==> config.mk <==
export PLATFORM = sky130hd
export DESIGN_NAME = core_run_ctrl
export DESIGN_NICKNAME = d
export VERILOG_FILES = /design/src/rtl/core_run_ctrl.sv
export SDC_FILE = /design/constraint.sdc
export NUM_CORES = 1
export LEC_CHECK = 0
export BUFFER_PORTS_ARGS = -buffer_cell sky130_fd_sc_hd__buf_2
export CAP_MARGIN = 5
export CORE_MARGIN = 1
export CORE_UTILIZATION = 53
export CTS_BUF_LIST = sky130_fd_sc_hd__clkbuf_2 sky130_fd_sc_hd__clkbuf_4 sky130_fd_sc_hd__clkbuf_8
export CTS_CLUSTER_SIZE = 28
export DETAILED_ROUTE_END_ITERATION = 6
export GPL_TIMING_DRIVEN = 0
export PLACE_DENSITY = 0.79
export SKIP_CTS_REPAIR_TIMING = 1
export SYNTH_ARGS = -nofsm -noshare
export SYNTH_HDL_FRONTEND = slang
export SYNTH_SLANG_ARGS = --single-unit
export TNS_END_PERCENT = 30
==> constraint.sdc <==
create_clock -name clk -period 2.3 [get_ports clk]
set_clock_uncertainty 0.15 [all_clocks]
set_input_delay 0.115 -clock clk [delete_from_list [all_inputs] [get_ports clk]]
set_output_delay 0.115 -clock clk [all_outputs]
set_load 0.01 [all_outputs]
==> src/rtl/core_run_ctrl.sv <==
// Debug run/halt sequencer: turns halt/resume/ebreak/step events into pipeline run/halt qualifiers.
// Moore outputs registered one cycle after the event; dpc_capture is combinational in the halt cycle.
module core_run_ctrl #(
  parameter int unsigned DRAIN_TIMEOUT = 16,
  parameter bit          RESET_HALT    = 1'b0
) (
  input  logic       clk,
  input  logic       reset_n,
  input  logic       haltreq,
  input  logic       resumereq,
  input  logic       step,
  input  logic       ebreak_dbg,
  input  logic       instr_retired,
  input  logic       bus_busy,
  output logic       core_running,
  output logic       core_halted,
  output logic       dbg_ret,
  output logic       halted,
  output logic       resume_ack,
  output logic       dpc_capture,
  output logic [2:0] dcsr_cause,
  output logic       drain_timeout
);

  localparam logic [7:0] CNT_LAST      = 8'(DRAIN_TIMEOUT - 1);
  localparam logic [2:0] CAUSE_EBREAK  = 3'd1;
  localparam logic [2:0] CAUSE_HALTREQ = 3'd3;
  localparam logic [2:0] CAUSE_STEP    = 3'd4;

  typedef enum logic [1:0] {
    ST_RUN     = 2'd0,
    ST_DRAIN   = 2'd1,
    ST_HALTED  = 2'd2,
    ST_RESUME  = 2'd3
  } state_e;

  localparam state_e     RESET_STATE = RESET_HALT ? ST_HALTED : ST_RUN;
  localparam logic [2:0] RESET_CAUSE = RESET_HALT ? CAUSE_HALTREQ : 3'd0;

  state_e     state_q, state_d;
  logic [7:0] cnt_q, cnt_d;
  logic       step_armed_q, step_armed_d;
  logic [2:0] cause_q, cause_d;
  logic       timeout_q, timeout_d;
  logic       running_q, halted_q, ret_q;
  logic       halt_evt;

  assign halt_evt    = ebreak_dbg | haltreq | (step_armed_q & instr_retired);
  assign dpc_capture = (state_q == ST_RUN) & halt_evt;

  always_comb begin
    state_d      = state_q;
    cnt_d        = cnt_q;
    step_armed_d = step_armed_q;
    cause_d      = cause_q;
    timeout_d    = timeout_q;
    case (state_q)
      ST_RUN: begin
        if (halt_evt) begin
          state_d      = ST_DRAIN;
          cnt_d        = 8'd0;
          step_armed_d = 1'b0;
          if (ebreak_dbg)   cause_d = CAUSE_EBREAK;
          else if (haltreq) cause_d = CAUSE_HALTREQ;
          else              cause_d = CAUSE_STEP;
        end
      end
      ST_DRAIN: begin
        if (!bus_busy) begin
          state_d = ST_HALTED;
        end else if (cnt_q == CNT_LAST) begin
          // Bus never went idle: halt anyway and flag it for the debugger.
          state_d   = ST_HALTED;
          timeout_d = 1'b1;
        end else if (cnt_q != 8'hFF) begin
          cnt_d = cnt_q + 8'd1;
        end
      end
      ST_HALTED: begin
        if (resumereq) state_d = ST_RESUME;
      end
      ST_RESUME: begin
        state_d      = ST_RUN;
        step_armed_d = step;
        timeout_d    = 1'b0;
      end
      default: state_d = RESET_STATE;
    endcase
  end

  // Outputs are decoded from the next state so they line up with the registered state.
  always_ff @(posedge clk or negedge reset_n) begin
    if (!reset_n) begin
      state_q      <= RESET_STATE;
      cnt_q        <= 8'd0;
      step_armed_q <= 1'b0;
      cause_q      <= RESET_CAUSE;
      timeout_q    <= 1'b0;
      running_q    <= !RESET_HALT;
      halted_q     <= RESET_HALT;
      ret_q        <= 1'b0;
    end else begin
      state_q      <= state_d;
      cnt_q        <= cnt_d;
      step_armed_q <= step_armed_d;
      cause_q      <= cause_d;
      timeout_q    <= timeout_d;
      running_q    <= (state_d == ST_RUN) || (state_d == ST_RESUME);
      halted_q     <= (state_d == ST_HALTED);
      ret_q        <= (state_d == ST_RESUME);
    end
  end

  assign core_running  = running_q;
  assign core_halted   = halted_q;
  assign halted        = halted_q;
  assign dbg_ret       = ret_q;
  assign resume_ack    = ret_q;
  assign dcsr_cause    = cause_q;
  assign drain_timeout = timeout_q;

endmodule

After elaboration in Yosys (flattened, before gate mapping) --
Cells that the tools add are included.
Word-level totals: register bits 18, input port bits 8, output and inout bits 10, logic and storage cells 52
Cells by class: add/subtract/negate cells 1, equal/unequal tests 12, multiplexer cells 17, bitwise gates (word level) 4, reductions and logical operators 10
Operators by type and width (count):
- two-way mux 8 bit | 4
- case mux 8 bit (2 select lines) | 1
- inequality test 2 bit, second input constant | 5
- adder 8 x 1 -> 8 bit, second input constant | 1
- == test 2 bit, second input constant | 4
- == test 8 x 4 -> 1 bit, second input constant | 1
- two-way mux 2 bit | 4
- inequality test 8 bit, second input constant | 1
- case mux 2 bit (4 select lines) | 1
- two-way mux 3 bit | 2
- nonzero test 2 bit | 3
- AND reduction 5 bit | 1
- zero test 2 bit | 2
- case mux 1 bit (2 select lines) | 2
- AND reduction 2 bit | 2
- two-way mux 1 bit | 3
- AND reduction 3 bit | 1
- bitwise AND 1 bit | 2
- == test 2 x 1 -> 1 bit, second input constant | 1
- OR 1 bit | 2
- logical OR 1 bit | 1

Logic depth before layout (Yosys ltp) --
Gate-level depths: netlist of run 1.
depth after elaboration 6, depth in mapped cells 7, mapped depth without buffers 7

Least setup slack after synthesis of run 1 --
No wires, ideal clock.
kind register to register, from reg cnt_q[0], to reg cnt_q[0], library setup time 125 ps, data arrival time 1582 ps, data required time 2025 ps, path slack 443 ps, stages on the path, launching flop included 6, path buffers 0, period minus slack after synthesis 1857 ps, cells stage by stage dfrtp_1 -> ha_1 -> and3_1 -> and4_1 -> a211o_2 -> mux2_2
Between the ends: cells in the longest elaborated chain, start to end 5, elaborated cells between the ends (all ways) 10, those cells by class 1 x add/sub; 4 x eq/ne; 4 x mux; 1 x reduce/logical
Ends and longest elaborated chain:
- start, declared | line 41 | logic [7:0] cnt_q, cnt_d;
- start signal, assigned | line 104 | cnt_q <= cnt_d;
- adder 8 x 1 -> 8 bit | line 76 | cnt_d = cnt_q + 8'd1;
- two-way mux 8 bit | line 75 | end else if (cnt_q != 8'hFF) begin
- two-way mux 8 bit | line 71 | end else if (cnt_q == CNT_LAST) begin
- two-way mux 8 bit | line 69 | if (!bus_busy) begin
- case mux 8 bit (2 select lines) | line 57 | case (state_q)
Parallel ways exist; a longest one is shown, timed or not. The select of a mux whose other input is x is not followed. A chain may end at the register's enable or synchronous reset.

Worst setup path in the final report of run 1 --
Ends and elaborated chain as after synthesis.

==> impl_metrics.json, run 1 <==
{
  "place_congestion": 0.777,
  "yosys.area.top_type_share_pct": 45.5,
  "dpl.cell_count": 124,
  "synthArstFlopShare_pct": 100,
  "clock_latency_ps": 290,
  "grt_pass1_vias": 696,
  "wl_per_cell_um": 13.5,
  "tightest_slew_ps": 381,
  "crit_slowest_cell": "dfrtp_1",
  "syn_to_final_growth_pct": 18.7,
  "crit_arrival_ps": 2020,
  "cts_tree": "yes",
  "p_per_area_nw_per_um2": 1050,
  "critPathMaxFanout": 7,
  "port_buffers": 17,
  "status": "finished with violations",
  "synth_edf_count": 0,
  "diodes": 0,
  "grt_max_degree": 19,
  "path_class": "register to register",
  "drtIter0Drc": 23,
  "reg2reg_depth": 5,
  "ys.flop_type": "dfrtp_1",
  "finalHoldViolations": 1,
  "initial_core_util_pct": 59.3,
  "end_kind": "register",
  "crit_path_cell_trace": "ha_1, and3_1, and4_1, a211o_2, mux2_2",
  "drv_cap": 0,
  "yosysMostFrequentCell": "dfrtp_1",
  "fp.dieArea_um2": 1940,
  "cpPeakStageDelay_ps": 410,
  "finalWirelength_mm": 1.78,
  "ys_types": 34,
  "netlist_top_cells_area": "dfrtp_1, nand2_1, nand3_1",
  "drive_above_1_share_pct": 28.4,
  "root_buffer": "clkbuf_4",
  "grt_first_pass_wirelength_mm": 2.97,
  "critPathCapture": "cnt_q[0]$_DFFE_PN0P_",
  "cts.sinks": 18,
  "yosys.area.top_type": "dfrtp_1",
  "leakage_uw": 0.000581,
  "synth_nets": 101,
  "clockBufferDepth": 2,
  "setup_violations": 0,
  "die_h_um": 44.0,
  "drtPass1Iterations": 6,
  "fin_cells": 132,
  "synth.avg_cell_area_um2": 10.3,
  "overflow": 0,
  "grt_use_total_pct": 20.9,
  "rows": 14,
  "hold_path.class": "primary input to register",
  "slew_viol_final": 0,
  "post-route-util_pct": 70.4,
  "relSlewSlack_pct": 74.6,
  "fin_crit_sh_pct": 86.3,
  "violations": "DRC, hold timing",
  "fin_crit_ps": 1980,
  "fin_nets": 127,
  "io_pins": 18,
  "ir_drop_uv": 548,
  "post-dp-hpwl_mm": 1.33,
  "yosys-top-cells-count": "dfrtp_1, nand2_1, nand3_1, o21ai_0",
  "syn_area_um2": 935,
  "htreeDepth": 1,
  "grt_antenna_before_repair": 0,
  "drc": 1,
  "seq_area_frac_synth_pct": 48.3,
  "startpoint": "cnt_q[0]$_DFFE_PN0P_",
  "via_per_inst": 5.93,
  "timing.rr.start": "cnt_q[0]$_DFFE_PN0P_",
  "fmax_mhz": 504,
  "layout_setup_ws_ps": 316,
  "cp.required_ps": 2340,
  "fp.dieW_um": 44.0,
  "rsz0062_at_grt": "false",
  "num_vias": 783,
  "r2r_slack_ps": 320,
  "r2r_end": "cnt_q[0]$_DFFE_PN0P_",
  "drt.antenna.violating_nets": 0,
  "tns_ps": 0,
  "path_clk_slew_ps": 100,
  "p_total_uw": 1160,
  "startpoint_type": "register",
  "synth_seq_cells": 18,
  "synthCells": 91,
  "cts_made_buffers": 3,
  "core-area_um2": 1580,
  "post-place-ws_ps": 334,
  "holdWs_ps": -38.7,
  "ys.warnings.count": 0
}
[worst min path at each step]
stage / startpoint / end / slack [ps] / cells after the start
final: ebreak_dbg / dcsr_cause[0]$_DFFE_PN0P_ / -40 / 3
after global routing: ebreak_dbg / dcsr_cause[0]$_DFFE_PN0P_ / -3 / 3
after CTS: reset_n / cnt_q[5]$_DFFE_PN0P_ / -410 / 1
after detailed placement: reset_n / cnt_q[5]$_DFFE_PN0P_ / -90 / 1
after global placement: reset_n / cnt_q[5]$_DFFE_PN0P_ / -90 / 1
after floorplan: reset_n / cnt_q[0]$_DFFE_PN0P_ / -330 / 0
[area by class of cell]
| type | count | area (µm²) |
|---|---|---|
| inverters | 4 | 15.0 |
| multi-input cells | 66 | 448 |
| fillers | 122 | 467 |
| repair buffers | 21 | 125 |
| plain buffers | 3 | 20.0 |
| clock buffers | 4 | 30.0 |
| flip-flops and latches | 18 | 452 |
| well taps | 16 | 20.0 |
[logic make-up (layout without fill, tap and decap cells)]
kind of cell             count (synthesis)  in the layout  synth area share (%)
AO/OA/AOI/OAI                           26             26                  21.7
adder cells (fa/ha/maj)                  2              2                  2.68
buffers and inverters                    7             32                  3.75
flip-flops                              18             18                  48.3
multiplexers                             3              3                  3.35
AND/OR/NAND/NOR                         35             35                  20.2
[metrics by stage]
stage / hold WS [ps] / area, µm²
after detailed placement: -87.5 / 1040
after floorplan: -331 / 935
after CTS: -411 / 1070
after global routing: -3.32 / 1110
final: -38.7 / 1110
after global placement: -88.4 / 1040
[report_power, final]
| part | internal (µW) | switching [µW] | leakage (µW) |
|---|---|---|---|
| Clock | 79.2 | 95.6 | 0.0000184 |
| Sequential | 419 | 64.8 | 0.000234 |
| Combinational | 225 | 281 | 0.000329 |
| Total | 723 | 441 | 0.000581 |
[layer usage]
| metal | vias up | part of all wire, % | track usage, % |
|---|---|---|---|
| li1 | 392 | - | - |
| met3 | 2 | 3.9 | 3.75 |
| met4 | 0 | 1.0 | 7.27 |
| met2 | 21 | 47 | 32.8 |
| met1 | 368 | 48 | 29.4 |
| met5 | - | 0 | 0 |
[placed cells by master (no fill, tap or decap), types with 2 or more instances in the layout]
| cell | n |
|---|---|
| o21ai_0 | 6 |
| and3_1 | 3 |
| dfrtp_1 | 17 |
| nor2_1 | 3 |
| ha_1 | 2 |
| nor3_1 | 3 |
| a21oi_1 | 3 |
| buf_4 | 2 |
| o221ai_1 | 2 |
| nand2b_1 | 4 |
| mux2i_1 | 2 |
| buf_2 | 17 |
| nand2_1 | 10 |
| o22a_1 | 2 |
| a22o_1 | 2 |
| dlygate4sd3_1 | 4 |
| nand3_1 | 6 |
| inv_1 | 4 |
| a21o_1 | 3 |
| clkbuf_4 | 4 |
[worst max-delay path, delay by kind of cell (launching register included)]
kind | cells | cell delay, ps
adder cells (fa/ha/maj) | 1 | 240
multiplexers | 1 | 280
flip-flops | 1 | 410
AND/OR/NAND/NOR | 2 | 450
AO/OA/AOI/OAI | 1 | 340
[registers in the layout (all words and copies together), names as in the netlist]
register and count:
cnt_q 8, core_halted 1, core_running 1, dbg_ret 1, dcsr_cause 3, drain_timeout 1, state_q 2, step_armed_q 1
No activity file was read; power rests on OpenSTA's default activity.
==> inputs of run 2 (changes only) <==
- RECOVER_POWER: default -> 50
==> impl_metrics.json, run 2 (synthesis results as in run 1) <==
{
  "num_vias": 787,
  "gr-usage-met2_pct": 32.8,
  "ir_drop_uv": 541,
  "holdWs_ps": -39.1,
  "slew_viol_final": 0,
  "crit_slowest_cell": "dfrtp_1",
  "grt_antenna_before_repair": 0,
  "drc": 1,
  "fmax_mhz": 504,
  "crit_path_cell_trace": "ha_1, and3_1, and4_1, a211o_2, mux2_2",
  "syn_to_final_growth_pct": 17.9,
  "htreeDepth": 1,
  "wl_per_cell_um": 13.5,
  "status": "finished with violations",
  "via_per_inst": 5.96,
  "r2r_slack_ps": 310,
  "post-dp-hpwl_mm": 1.33,
  "cts_tree": "yes",
  "io_pins": 18,
  "tns_ps": 0,
  "fp.dieArea_um2": 1940,
  "fin_crit_sh_pct": 86.3,
  "place_congestion": 0.777,
  "rows": 14,
  "clock_latency_ps": 290,
  "setup_violations": 0,
  "root_buffer": "clkbuf_4",
  "crit_arrival_ps": 2020,
  "final_common_cell": "dfrtp_1",
  "fp.dieW_um": 44.0,
  "fin_crit_ps": 1990,
  "cts_made_buffers": 3,
  "end_kind": "register",
  "path_class": "register to register",
  "regMostFlops": "cnt_q",
  "grt_max_degree": 19,
  "clockBufferDepth": 2,
  "cpLargestDelayFamily": "simple AND/OR/NAND/NOR gates",
  "violations": "DRC, hold timing",
  "drt.antenna.violating_nets": 0,
  "hold_path.class": "primary input to register",
  "grt_pass1_vias": 696,
  "drtIter0Drc": 23,
  "drv_cap": 0,
  "rsz0062_at_grt": "false",
  "grt_first_pass_wirelength_mm": 2.97,
  "cp.required_ps": 2340,
  "drive_above_1_share_pct": 23.3,
  "met1_usage_pct": 29.4,
  "p_per_area_nw_per_um2": 1050,
  "finalWirelength_mm": 1.78,
  "initial_core_util_pct": 59.3,
  "fin_nets": 127,
  "critPathMaxFanout": 7,
  "startpoint_type": "register",
  "drtPass1Iterations": 6,
  "port_buffers": 17,
  "met3_usage_pct": 3.75,
  "tightest_slew_ps": 913,
  "diodes": 0,
  "overflow": 0,
  "busiest_layer": "met2",
  "path_clk_slew_ps": 100,
  "cpPeakStageDelay_ps": 410,
  "finalHoldViolations": 1,
  "layout_common_cells": "dfrtp_1, buf_2, nand2_1",
  "largest_reg_flops": 8,
  "worst-path-buf-inv": 0,
  "relSlewSlack_pct": 39.1,
  "grt_use_total_pct": 20.9,
  "core-area_um2": 1580,
  "die_h_um": 44.0,
  "cts.sinks": 18,
  "leakage_uw": 0.000562
}
-- run 2: report_power, final --
part,switching (µW),internal [µW],total (µW)
clock network,95.9,79.2,175
logic,281,217,498
registers,65.5,419,484
-- run 2: final cells by class --
type,count,area [µm²]
well taps,16,20.0
flip-flops and latches,18,452
multi-input cells,66,448
fillers,127,474
repair buffers,21,118
inverters,4,15.0
clock buffers,4,30.0
plain buffers,3,20.0
-- run 2: per-layer routing --
metal  routed length [µm]  vias to the layer above
met5                    0                        -
met4                   18                        0
met3                   68                        2
met2                  829                       23
met1                  862                      371
li1                     -                      391
-- run 2: worst paths after layout --
kind                                           start                   endpoint  depth (start not counted)
max reg2reg                     cnt_q[0]$_DFFE_PN0P_       cnt_q[0]$_DFFE_PN0P_                          5
min reg2reg                dcsr_cause[2]$_DFFE_PN0P_  dcsr_cause[2]$_DFFE_PN0P_                          1
min                                       ebreak_dbg  dcsr_cause[0]$_DFFE_PN0P_                          3
max in group asynchronous                    reset_n  dcsr_cause[0]$_DFFE_PN0P_                          2
min in group asynchronous                    reset_n       cnt_q[5]$_DFFE_PN0P_                          2
max                             cnt_q[0]$_DFFE_PN0P_       cnt_q[0]$_DFFE_PN0P_                          5
-- run 2: worst register-to-register path: stages, from the launching register on --
cell,delay [ps]
dfrtp_1,410
ha_1,240
and3_1,230
and4_1,240
a211o_2,340
mux2_2,280
-- run 2: stage by stage --
stage	setup slack, ps	util, %	std cells	power [µW]	instance area [µm²]
after global placement	357	66.0	124	975	1040
after detailed placement	334	66.0	124	996	1040
after floorplan	443	-	91	834	935
after global routing	270	69.9	132	1240	1100
final	315	69.9	132	1160	1100
after CTS	321	67.9	128	1170	1070
==> inputs of run 3 (changes only) <==
- BUFFER_PORTS_ARGS: -buffer_cell sky130_fd_sc_hd__buf_2 -> -buffer_cell sky130_fd_sc_hd__buf_4
- CORE_UTILIZATION: 53 -> 25
- PLACE_DENSITY: 0.79 -> 0.44
==> impl_metrics.json, run 3 (synthesis results as in run 1) <==
{
  "status": "finished with violations",
  "violations": "hold timing",
  "r2r_slack_ps": 150,
  "power_frac_seq_pct": 38.6,
  "cp.required_ps": 2300,
  "drv_cap": 0,
  "grt_max_degree": 19,
  "p_per_area_nw_per_um2": 1070,
  "power_frac_comb_pct": 42.3,
  "path_clk_slew_ps": 60,
  "drive_above_1_share_pct": 23.3,
  "regMostFlops": "cnt_q",
  "finalWirelength_mm": 2.01,
  "critPathMaxFanout": 9,
  "fp.dieArea_um2": 3990,
  "post-dp-hpwl_mm": 1.45,
  "met1_usage_pct": 14.2,
  "place_congestion": 0.746,
  "drt.antenna.violating_nets": 0,
  "drc": 0,
  "clock_latency_ps": 260,
  "r2r_end": "dcsr_cause[0]$_DFFE_PN0P_",
  "cts_tree": "yes",
  "syn_to_final_growth_pct": 26.9,
  "ir_drop_uv": 278,
  "relSlewSlack_pct": 35.5,
  "timing.rr.start": "state_q[0]$_DFF_PN0_",
  "busiest_layer": "met2",
  "cts.sinks": 18,
  "grt_first_pass_wirelength_mm": 3.46,
  "via_per_inst": 4.79,
  "overflow": 0,
  "fp.dieW_um": 63.1,
  "finalHoldViolations": 1,
  "grt_pass1_vias": 768,
  "met3_usage_pct": 4.53,
  "diodes": 0,
  "core-area_um2": 3470,
  "grt_use_total_pct": 11.3,
  "p_total_uw": 1260,
  "fin_crit_sh_pct": 93.6,
  "whs_path_depth": 3,
  "slew_viol_final": 0,
  "holdWs_ps": -29.5,
  "cts_made_buffers": 3,
  "drtPass1Iterations": 4,
  "grt_antenna_before_repair": 0,
  "io_pins": 18,
  "clockPowerShare_pct": 19.0,
  "layout_common_cells": "dfrtp_1, buf_4, nand2_1",
  "htreeDepth": 1,
  "fin_crit_ps": 2150,
  "setup_violations": 0,
  "fmax_mhz": 464,
  "rows": 21,
  "gr-usage-met2_pct": 17.2,
  "clockBufferDepth": 2,
  "end_kind": "register",
  "fin_cells": 162,
  "port_buffers": 17,
  "crit_arrival_ps": 2150,
  "path_class": "register to register",
  "num_vias": 776,
  "reg2reg_depth": 6,
  "dpl.cell_count": 154,
  "leakage_uw": 0.000579,
  "hold_path.class": "primary input to register",
  "die_h_um": 63.1,
  "wl_per_cell_um": 12.4,
  "final_common_cell": "dfrtp_1",
  "initial_core_util_pct": 26.9,
  "fin_nets": 127,
  "startpoint_type": "register",
  "p_sw_uw": 467,
  "min_from": "step",
  "p_sw_share_pct": 36.9,
  "root_buffer": "clkbuf_8",
  "largest_reg_flops": 8,
  "tightest_slew_ps": 968,
  "cellInternalPower_uw": 798,
  "drtIter0Drc": 18,
  "holdPathEnd": "step_armed_q$_DFFE_PN0P_"
}
run 3: power groups by stage:
stage | Sequential (µW) | Combinational, µW | Clock (µW)
after CTS | 490 | 556 | 250
after global routing | 502 | 603 | 268
after floorplan | 502 | 331 | 0
final | 489 | 535 | 241
after global placement | 493 | 552 | 0
after detailed placement | 494 | 554 | 0
run 3: worst max path at each step:
stage	startpoint	to	slack, ps	depth (start not counted)
6_report	state_q[0]$_DFF_PN0_	dcsr_cause[0]$_DFFE_PN0P_	150	6
5_1_grt	state_q[0]$_DFF_PN0_	dcsr_cause[0]$_DFFE_PN0P_	-3	6
4_1_cts	cnt_q[0]$_DFFE_PN0P_	cnt_q[0]$_DFFE_PN0P_	300	5
3_5_place_dp	cnt_q[0]$_DFFE_PN0P_	cnt_q[0]$_DFFE_PN0P_	310	5
3_3_place_gp	cnt_q[0]$_DFFE_PN0P_	cnt_q[0]$_DFFE_PN0P_	320	5
2_1_floorplan	cnt_q[0]$_DFFE_PN0P_	cnt_q[0]$_DFFE_PN0P_	440	5
run 3: metrics by stage:
step	worst slack [ps]	setup TNS (ps)	util (%)	instance area [µm²]	hold WS (ps)
6_report	146	0	34.2	1190	-29.5
5_1_grt	-2.70	-2.70	34.2	1190	19.2
4_1_cts	302	0	33.7	1170	-432
3_5_place_dp	313	0	32.3	1120	-150
3_3_place_gp	322	0	32.3	1120	-149
2_1_floorplan	443	0	-	935	-331
run 3: critical path, cell delays in order, from the launching register on:
cell           delay [ps]
dfrtp_1               360
clkbuf_2              170
nor2_2                240
nand2_1               240
nor3_1                260
dlygate4sd3_1         590
nor2_1                 40
run 3: layout make-up:
cell class | count | area [µm²]
Clock buffer | 4 | 48.8
Timing Repair Buffer | 21 | 145
Sequential cell | 18 | 452
Tap cell | 46 | 57.6
Fill cell | 384 | 2280
Inverter | 4 | 15.0
Buffer | 3 | 20.0
Multi-Input combinational cell | 66 | 448
run 3: layer usage:
layer	wire length, µm	vias to the layer above	share of wire (%)
met2	857	13	43
met5	0	-	0
met1	1040	378	51
met4	26	0	1.3
li1	-	381	-
met3	93	4	4.6
